`config.mk`:
```
export PLATFORM = sky130hd
export DESIGN_NAME = rr_arbiter_12
export DESIGN_NICKNAME = d
export VERILOG_FILES = /design/src/rtl/rr_arbiter_12_pkg.sv /design/src/rtl/rr_arbiter_12_pick.sv /design/src/rtl/rr_arbiter_12.sv
export SDC_FILE = /design/constraint.sdc
export NUM_CORES = 1
export LEC_CHECK = 0
export ABC_AREA = 1
export BUFFER_PORTS_ARGS = -buffer_cell sky130_fd_sc_hd__buf_2
export CAP_MARGIN = 10
export CELL_PAD_IN_SITES_DETAIL_PLACEMENT = 1
export CELL_PAD_IN_SITES_GLOBAL_PLACEMENT = 1
export CORE_UTILIZATION = 38
export CTS_CLUSTER_SIZE = 10
export DETAILED_ROUTE_END_ITERATION = 6
export GPL_TIMING_DRIVEN = 0
export PLACE_DENSITY_LB_ADDON = 0.1
export SYNTH_ARGS = -nofsm -noshare
export SYNTH_HDL_FRONTEND = slang
export SYNTH_SLANG_ARGS = --single-unit
export TNS_END_PERCENT = 100
```
`constraint.sdc`:
```
create_clock -name clk -period 5.91 [get_ports clk]
set_input_delay 1.182 -clock clk [delete_from_list [all_inputs] [get_ports clk]]
set_output_delay 1.182 -clock clk [all_outputs]
set_load 0.02 [all_outputs]
```
`src/rtl/rr_arbiter_12_pkg.sv`:
```
// Shared constants, state encoding and index helpers for the 12-way round-robin arbiter.
package rr_arbiter_12_pkg;

    localparam int N     = 12;
    localparam int IDX_W = 4;

    localparam logic [IDX_W:0] N_WIDE = (IDX_W + 1)'(N);

    typedef enum logic {
        ST_IDLE = 1'b0,
        ST_BUSY = 1'b1
    } state_e;

    // Both operands are always in 0..N-1, so one conditional subtract wraps the sum.
    function automatic logic [IDX_W-1:0] add_mod_n(input logic [IDX_W-1:0] a,
                                                   input logic [IDX_W-1:0] b);
        logic [IDX_W:0] s;
        s = {1'b0, a} + {1'b0, b};
        if (s >= N_WIDE) begin
            s = s - N_WIDE;
        end else begin
            s = s;
        end
        return s[IDX_W-1:0];
    endfunction

    function automatic logic [0:N-1] onehot_n(input logic [IDX_W-1:0] idx);
        logic [0:N-1] v;
        for (int i = 0; i < N; i++) begin
            if (IDX_W'(i) == idx) begin
                v[i] = 1'b1;
            end else begin
                v[i] = 1'b0;
            end
        end
        return v;
    endfunction

endpackage

```
`src/rtl/rr_arbiter_12_pick.sv`:
```
// Combinational rotating priority pick: first requester at or after ptr, wrapping mod 12.
module rr_prior_pick
    import rr_arbiter_12_pkg::*;
(
    input  logic [0:N-1]     req,
    input  logic [0:IDX_W-1] ptr,
    output logic [0:IDX_W-1] idx,
    output logic             any
);

    logic [0:N-1]     rot_s;
    logic [IDX_W-1:0] enc_s;

    // Rotate so that rot_s[0] is the requester at ptr.
    always_comb begin
        rot_s = '0;
        for (int k = 0; k < N; k++) begin
            rot_s[k] = req[add_mod_n(ptr, IDX_W'(k))];
        end
    end

    // Fixed-priority encode, bit 0 highest; descending scan so the lowest hit wins.
    always_comb begin
        enc_s = '0;
        for (int k = N - 1; k >= 0; k--) begin
            if (rot_s[k]) begin
                enc_s = IDX_W'(k);
            end else begin
                enc_s = enc_s;
            end
        end
    end

    assign idx = add_mod_n(ptr, enc_s);
    assign any = |req;

endmodule

```
`src/rtl/rr_arbiter_12.sv`:
```
// Round-robin arbiter for 12 requesters with a per-owner hold limit and registered grant outputs.
module rr_arbiter_12
    import rr_arbiter_12_pkg::*;
#(
    parameter int MAX_HOLD = 16
) (
    input  logic             clk,
    input  logic             reset,
    input  logic [0:N-1]     req,
    output logic [0:N-1]     grant,
    output logic [0:IDX_W-1] grant_idx,
    output logic             grant_valid,
    output logic             expire
);

    localparam int HOLD_W = (MAX_HOLD > 2) ? $clog2(MAX_HOLD) : 1;
    localparam logic [HOLD_W-1:0] HOLD_LAST = HOLD_W'(MAX_HOLD - 1);

    state_e           state_q, state_d;
    logic [IDX_W-1:0] ptr_q, ptr_d;
    logic [HOLD_W-1:0] hold_q, hold_d;
    logic [IDX_W-1:0] idx_q, idx_d;
    logic             valid_q, valid_d;
    logic [0:N-1]     grant_q, grant_d;
    logic             expire_q, expire_d;

    logic [IDX_W-1:0] pick_ptr_s;
    logic [IDX_W-1:0] pick_idx_s;
    logic             pick_any_s;
    logic             own_req_s;

    // While busy the pick is only consumed on release, when priority starts past the owner.
    assign pick_ptr_s = (state_q == ST_BUSY) ? add_mod_n(idx_q, IDX_W'(1)) : ptr_q;
    assign own_req_s  = req[idx_q];

    rr_prior_pick u_pick (
        .req (req),
        .ptr (pick_ptr_s),
        .idx (pick_idx_s),
        .any (pick_any_s)
    );

    // Next-state logic: grant on idle, hold/count while busy, hand off on release.
    always_comb begin
        state_d  = state_q;
        ptr_d    = ptr_q;
        hold_d   = hold_q;
        idx_d    = idx_q;
        valid_d  = valid_q;
        grant_d  = grant_q;
        expire_d = 1'b0;
        case (state_q)
            ST_IDLE: begin
                hold_d = '0;
                if (pick_any_s) begin
                    state_d = ST_BUSY;
                    idx_d   = pick_idx_s;
                    valid_d = 1'b1;
                    grant_d = onehot_n(pick_idx_s);
                end else begin
                    idx_d   = '0;
                    valid_d = 1'b0;
                    grant_d = '0;
                end
            end
            ST_BUSY: begin
                if (own_req_s && (hold_q != HOLD_LAST)) begin
                    hold_d = hold_q + HOLD_W'(1);
                end else begin
                    ptr_d    = pick_ptr_s;
                    expire_d = own_req_s;
                    hold_d   = '0;
                    if (pick_any_s) begin
                        idx_d   = pick_idx_s;
                        valid_d = 1'b1;
                        grant_d = onehot_n(pick_idx_s);
                    end else begin
                        state_d = ST_IDLE;
                        idx_d   = '0;
                        valid_d = 1'b0;
                        grant_d = '0;
                    end
                end
            end
            default: begin
                state_d = ST_IDLE;
                ptr_d   = '0;
                hold_d  = '0;
                idx_d   = '0;
                valid_d = 1'b0;
                grant_d = '0;
            end
        endcase
    end

    // State and output registers with synchronous reset.
    always_ff @(posedge clk) begin
        if (reset) begin
            state_q  <= ST_IDLE;
            ptr_q    <= '0;
            hold_q   <= '0;
            idx_q    <= '0;
            valid_q  <= 1'b0;
            grant_q  <= '0;
            expire_q <= 1'b0;
        end else begin
            state_q  <= state_d;
            ptr_q    <= ptr_d;
            hold_q   <= hold_d;
            idx_q    <= idx_d;
            valid_q  <= valid_d;
            grant_q  <= grant_d;
            expire_q <= expire_d;
        end
    end

    assign grant       = grant_q;
    assign grant_idx   = idx_q;
    assign grant_valid = valid_q;
    assign expire      = expire_q;

endmodule
```
# == Yosys cells after proc, flatten, opt, wreduce, memory -nomap -nowiden ==
# Cells that the tools add are included.
# totals
input_bits,14
output_inout_bits,18
wordCells,186
regBits,27
# op_classes
bitwise_logic,15
n_lt_le_gt_ge,27
muxes,91
n_eq_ne,13
reduce_logical,5
addsub,28
# ops
op,n
two-way mux 4 bit,30
"greater-or-equal comparator 5 x 4 -> 1 bit, second input constant",13
"greater-or-equal comparator 5 bit, second input constant",13
inverter 4 -> 5 bit,13
"subtractor 4 bit, second input constant",14
binary-select mux 1 bit (select 4 bit),13
two-way mux 1 bit,41
two-way mux 12 bit,2
one-hot mux 12 bit (2 select lines),1
"adder 4 x 3 -> 5 bit, second input constant",4
"adder 4 x 4 -> 5 bit, second input constant",4
"equality test 3 x 4 -> 1 bit, first input constant",4
"equality test 4 bit, first input constant",4
one-hot mux 4 bit (2 select lines),2
OR reduction 12 bit,1
"adder 4 x 1 -> 5 bit, second input constant",2
"adder 4 x 2 -> 5 bit, second input constant",2
"equality test 2 x 4 -> 1 bit, first input constant",2
adder 4 x 4 -> 5 bit,1
"adder 4 x 1 -> 4 bit, second input constant",1
"equality test 1 x 4 -> 1 bit, first input constant",1
"greater-or-equal comparator 4 bit, second input constant",1
zero test 4 bit,1
"!= test 4 bit, second input constant",1
other kinds (6),8

# == Longest topological paths before layout ==
# depth
depth_word,31
depth_mapped,51

# == Cells and area by module ==
# From an unflattened synthesis, not the netlist that was laid out.
# unflattened
cells_unflattened,571
area_unflattened_um2,3420.8
# by_module_without_submodules
module,cells_per_inst,seq_area_each_um2,n_inst,area_per_inst_um2
rr_prior_pick,361,0.0,1,1981.9
rr_arbiter_12,210,540.5,1,1438.9

# == Least setup slack after synthesis ==
# OpenSTA, ideal clock, no wires.
# synth_path
kind,flip-flop to flip-flop
start,reg idx_q[1] (netlist: grant_idx[2])
end,reg idx_q[2] (netlist: grant_idx[1])
t_required_ps,5818
t_arrival_ps,5647
path_slack_ps,171
path_stages_with_launch,47
cell_sequence,dfxtp_1 ha_1 nand2_1 nand2_2 inv_1 ha_1 nand2_1 nand2_1 a21oi_1 nand2_2 nand2_4 inv_1 ha_1 inv_1 nand2_1 xor2_2 inv_2 ha_1 [11 not listed] nand2_1 nand2_1 nand2_1 nand2_1 nand2_1 nand2_1 nand2_1 a21oi_1 ha_1 inv_1 fa_1 xnor2_1 ha_1 nand2_1 o2111ai_1 xor2_1 inv_1 o32ai_1
# synth_between
elab_chain_len,29
word_cells_on_any_way,125
classes_between,27 x add/sub; 14 x order compare; 1 x eq/ne; 69 x mux; 13 x bitwise; 1 x reduce/logical
# synth_rtl
element,line_no,text
start: declaration,rr_arbiter_12.sv:22,"logic [IDX_W-1:0] idx_q, idx_d;"
start signal: assignment,rr_arbiter_12.sv:110,idx_q <= idx_d;
adder 4 x 1 -> 5 bit (*),rr_arbiter_12_pkg.sv:18,"s = {1'b0, a} + {1'b0, b};"
subtractor 4 bit / greater-or-equal comparator 5 x 4 -> 1 bit (equally long branches),"rr_arbiter_12_pkg.sv:20, rr_arbiter_12_pkg.sv:19",
two-way mux 4 bit (*),rr_arbiter_12_pkg.sv:19,if (s >= N_WIDE) begin
two-way mux 4 bit (*),rr_arbiter_12.sv:33,"assign pick_ptr_s = (state_q == ST_BUSY) ? add_mod_n(idx_q, IDX_W'(1)) : ptr_q;"
named net pick_ptr_s[2],rr_arbiter_12.sv:27,logic [IDX_W-1:0] pick_ptr_s;
adder 4 x 4 -> 5 bit,rr_arbiter_12_pkg.sv:18,
subtractor 4 bit / greater-or-equal comparator 5 x 4 -> 1 bit (equally long branches),"rr_arbiter_12_pkg.sv:20, rr_arbiter_12_pkg.sv:19",
two-way mux 4 bit,rr_arbiter_12_pkg.sv:19,
[2 not listed],--,
two-way mux 1 bit (not written as such) (2 in series),rr_arbiter_12_pick.sv:18,"rot_s[k] = req[add_mod_n(ptr, IDX_W'(k))];"
two-way mux 4 bit (12 in series),rr_arbiter_12_pick.sv:26,if (rot_s[k]) begin
adder 4 x 4 -> 5 bit (*),rr_arbiter_12_pkg.sv:18,
subtractor 4 bit / greater-or-equal comparator 5 x 4 -> 1 bit (equally long branches),"rr_arbiter_12_pkg.sv:20, rr_arbiter_12_pkg.sv:19",
two-way mux 4 bit (*),rr_arbiter_12_pkg.sv:19,
two-way mux 4 bit (*),"rr_arbiter_12.sv:55, rr_arbiter_12.sv:73",
two-way mux 4 bit,rr_arbiter_12.sv:67,if (own_req_s && (hold_q != HOLD_LAST)) begin
one-hot mux 4 bit (2 select lines) (*),rr_arbiter_12.sv:52,case (state_q)
# The timed path passes the listed nets; every way through them passes the cells marked *. The select of a mux whose other input is x is not followed.
# A chain may end at the register's enable or synchronous reset.

# == Worst setup path after layout ==
# layout_path
start,reg idx_q[0] (netlist: grant_idx[3])
end,reg grant_q (netlist bit grant[1])
# layout_between
elab_chain_len,31
word_cells_on_any_way,127
classes_between,27 x add/sub; 14 x order compare; 2 x eq/ne; 70 x mux; 13 x bitwise; 1 x reduce/logical
# layout_rtl
element,line_no,text
adder 4 x 1 -> 5 bit (*),rr_arbiter_12_pkg.sv:18,
subtractor 4 bit / greater-or-equal comparator 5 x 4 -> 1 bit (equally long branches),"rr_arbiter_12_pkg.sv:20, rr_arbiter_12_pkg.sv:19",
two-way mux 4 bit (*),rr_arbiter_12_pkg.sv:19,
two-way mux 4 bit (*),rr_arbiter_12.sv:33,
named net pick_ptr_s[2],rr_arbiter_12.sv:27,
adder 4 x 4 -> 5 bit,rr_arbiter_12_pkg.sv:18,
subtractor 4 bit / greater-or-equal comparator 5 x 4 -> 1 bit (equally long branches),"rr_arbiter_12_pkg.sv:20, rr_arbiter_12_pkg.sv:19",
two-way mux 4 bit,rr_arbiter_12_pkg.sv:19,
[16 not listed],--,
adder 4 x 4 -> 5 bit (*),rr_arbiter_12_pkg.sv:18,
subtractor 4 bit / greater-or-equal comparator 5 x 4 -> 1 bit (equally long branches),"rr_arbiter_12_pkg.sv:20, rr_arbiter_12_pkg.sv:19",
two-way mux 4 bit (*),rr_arbiter_12_pkg.sv:19,
equality test 1 x 4 -> 1 bit (*),rr_arbiter_12_pkg.sv:30,if (IDX_W'(i) == idx) begin
two-way mux 1 bit (*),rr_arbiter_12_pkg.sv:30,
two-way mux 12 bit (*),"rr_arbiter_12.sv:55, rr_arbiter_12.sv:73",
two-way mux 12 bit,rr_arbiter_12.sv:67,
one-hot mux 12 bit (2 select lines) (*),rr_arbiter_12.sv:52,
end signal: assignment,rr_arbiter_12.sv:112,grant_q <= grant_d;
end: declaration,rr_arbiter_12.sv:24,"logic [0:N-1] grant_q, grant_d;"
# Marks and branches as above.

==> results.json <==
{
  "nFillCells": 1072,
  "r2r_setup_slack_ns": 0.21,
  "post_layout_total_power_w": 0.00267,
  "detail-route-antenna-nets": 0,
  "finalNonFillerCells": 668,
  "finalCritPeriodShare_pct": 96.4,
  "cpMostUsedCell": "nand2_1",
  "dpl.cell_count": 640,
  "viasPerCell": 5.29,
  "postSynthNetCount": 555,
  "postLayoutCellArea_mm2": 0.00403,
  "grtUsageTotal_pct": 24.7,
  "io_buffers": 30,
  "count_of_flip_flops_with_a_built_in_enable_after_synthesis": 0,
  "critical_path_class": "register to register",
  "setup-violations-final": 0,
  "multiInputGateArea_mm2": 0.00259,
  "fp.dieH_um": 92.9,
  "clockRootBuffer": "clkbuf_8",
  "boundaryPins": 32,
  "setup.worst_path.start_class": "register",
  "cts_tree": "built",
  "global_route.overflow_total": 0,
  "ff_latch_area_um2": 549,
  "cp.buffers_inverters": 8,
  "final-max-slew-violation-count": 0,
  "mappedNetlistArea_mm2": 0.00314,
  "cp_data_required_time_ns": 6.12,
  "synth-seq-cells": 27,
  "drt_first_iter_violations": 62,
  "first_global_vias": 3571,
  "postPlaceCellArea_mm2": 0.00342,
  "min-delay-path-class": "register to register",
  "sequential_fraction_of_design_power_pct": 9.5,
  "gate_count_after_technology_mapping": 508,
  "holdPathEnd": "hold_q[0]",
  "hold_path_startpoint": "hold_q[0]",
  "place_worst_setup_slack_ns": -0.855,
  "synth-async-reset-ratio_pct": 0,
  "diodes": 0,
  "finalWeightedCongestion": 0.823,
  "core_region_area_mm2": 0.00785,
  "comb_power_share_pct": 86.6,
  "die-width_um": 92.9,
  "tritoncts_num_sinks": 27,
  "layout_cell_share_with_drive_strength_beyond_1_pct": 27.7,
  "worst-path-max-fanout": 4,
  "power_density_mw_per_mm2": 663,
  "synth-warning-count": 0,
  "reg2regPathDepth": 48,
  "critPathArrivalTime_ns": 5.91,
  "netSwitchingFraction_pct": 57.8,
  "number_of_buffers_inserted_during_clock_tree_synthesis": 3,
  "finalHoldViolations": 0,
  "internal_pwr_total_w": 0.00113,
  "clk_pin_slew_ns": 0.09,
  "fin_crit_ns": 5.70,
  "rsz_0062_raised_after_global_routing": "yes",
  "fmaxAchievable_ghz": 0.175,
  "grt_start_max_net_pins": 16,
  "final_critical_path_setup_slack_ns": 0.211,
  "route.detailed.wl_per_inst_um": 16.2,
  "worst-slew-pin-transition_ns": 0.544,
  "hold_path_depth": 1,
  "place_hpwl_mm": 7.82,
  "timing.slew.headroom_pct": 63.5,
  "synthFlopType": "dfxtp_1",
  "detailroute.via_count": 3534,
  "antenna_violations_before_repair": 0,
  "fp.dieArea_mm2": 0.00864,
  "core.rowCount": 32,
  "max-cap-violations": 0,
  "drc": 0,
  "grt_pass1_wl_mm": 17.1,
  "cpMaxStageDelayCell": "fa_2",
  "drt_first_pass_iters": 4,
  "r2r-end": "grant[1]",
  "clk-insertion-delay-late_ns": 0.27,
  "detail_route.wirelength_mm": 10.8,
  "regToRegStartpoint": "grant_idx[3]",
  "finClkSkew_ns": 0.00717,
  "clockPowerShare_pct": 3.9,
  "critPathMaxStageDelay_ns": 0.39,
  "ctsLongestPathBuffers": 2,
  "top_family_by_delay_on_critical_path": "simple AND/OR/NAND/NOR gates",
  "final_util_pct": 51.4,
  "finalNetCount": 614,
  "synth-seq-area-share_pct": 17.2,
  "power.ir.vdd_worst_mv": 0.466,
  "floorplan.initialDensity_pct": 40.0,
  "ctsHtreeMaxLevel": 1,
  "avgSynthCellArea_um2": 6.18,
  "outcome": "finished clean",
  "areaGrowthSynthToFinish_pct": 28.3,
  "static-leakage-power_nw": 2.00,
  "holdBufCountCts": 0,
  "synth.lib_cells_used.distinct": 45,
  "switching_power_w": 0.00154,
  "endpoint_kind": "register"
}
[worst reg2reg max path, delay by kind of cell, from the launching register on]
| kind | cells | cell delay, ns |
|---|---|---|
| adders and majority gates | 7 | 1.41 |
| and+or+nand+nor | 26 | 1.84 |
| DFF | 1 | 0.38 |
| AOI/OAI and AO/OA | 5 | 0.82 |
| buffers and inverters | 8 | 0.83 |
| xor gates and xnor gates | 2 | 0.39 |
[synthesized netlist by cell type (all sizes together) (2+ instances only)]
master	number	area [um^2]
nand2	153	611
inv	79	297
o21ai	64	339
nand3	50	263
ha	32	400
dfxtp	27	541
nor2	23	103
a21oi	18	93.8
xor2	9	109
nand4	6	37.5
and2	4	27.5
buf	4	37.5
clkbuf	4	15.0
a211oi	3	22.5
nor3	3	15.0
nor4	3	18.8
o22ai	3	18.8
or2	3	18.8
xnor2	3	26.3
clkinv	2	7.51
o21a	2	15.0
o21bai	2	15.0
o32ai	2	17.5
[cells in the final DEF, fill, tap and decap left out, types with 14 or more instances in the layout]
master	instances
dfxtp_1	24
o21ai_1	24
o21ai_0	31
inv_1	57
ha_1	23
buf_4	22
nand2_2	14
nand3_1	41
nand2_1	134
buf_2	30
inv_2	20
nor2_1	21
[state kept, by name (all words and copies together) (netlist names)]
register and flops:
grant 12, hold_q 4, state_q 1, grant_idx 4, grant_valid 1, expire 1, ptr_q 4
[layer usage]
layer  global-route usage (%)  wire length [um]  share of wire [%]
met1                     29.4              4560                 42
met2                     46.4              5770                 53
met3                     2.05               173                1.6
met4                     7.69               306                2.8
met5                        0                 0                  0
[worst max-delay path by stage]
stage / slack [ns] / to / start / cells past startpoint
floorplan: 0.17 / grant_idx[1] / grant_idx[2] / 46
global placement: -0.67 / grant[7] / grant_idx[2] / 49
detailed placement: -0.85 / grant[6] / grant_idx[2] / 49
CTS: 0.006 / grant[5] / grant_idx[3] / 46
global route: -0.13 / grant[0] / grant_idx[3] / 47
finish: 0.21 / grant[1] / grant_idx[3] / 48
[power by group through the flow]
stage / Combinational [W] / Clock [W] / Sequential, W
2_1_floorplan: 0.00128 / 0 / 0.000280
5_1_grt: 0.00257 / 0.000112 / 0.000259
4_1_cts: 0.00199 / 0.000108 / 0.000249
3_5_place_dp: 0.00175 / 0 / 0.000255
6_report: 0.00231 / 0.000104 / 0.000254
3_3_place_gp: 0.00169 / 0 / 0.000253
[through the flow]
stage / setup TNS (ns) / hold WS (ns)
after detailed placement: -11.41 / 0.447
final: 0 / 0.458
after global placement: -8.78 / 0.432
after floorplan: 0 / 0.418
after CTS: 0 / 0.463
after global routing: -1.43 / 0.497
[repair_timing]
action                     4_1_cts  5_1_grt
setup endpoints to repair       14       14
pin swaps                       14       43
buffers inserted                15        9
resized for setup               37       68
[cell families after synthesis]
family                   Yosys count  share of synthesized area, %
multiplexers                       1                         0.319
flip-flops                        27                          17.2
buffers and inverters             89                          11.3
XOR/XNOR                          12                          4.30
adder cells (fa/ha/maj)           33                          13.4
AND/OR/NAND/NOR                  245                          34.8
AO/OA/AOI/OAI                    101                          18.6
[layout make-up]
type | count | area share, %
Tap cell | 102 | 3.17
Inverter | 81 | 7.70
Clock buffer | 4 | 1.12
Timing Repair Buffer | 54 | 8.47
Sequential cell | 27 | 13.6
Multi-Input combinational cell | 392 | 64.3
Buffer | 8 | 1.58
Power figures use the tool's default switching activity.
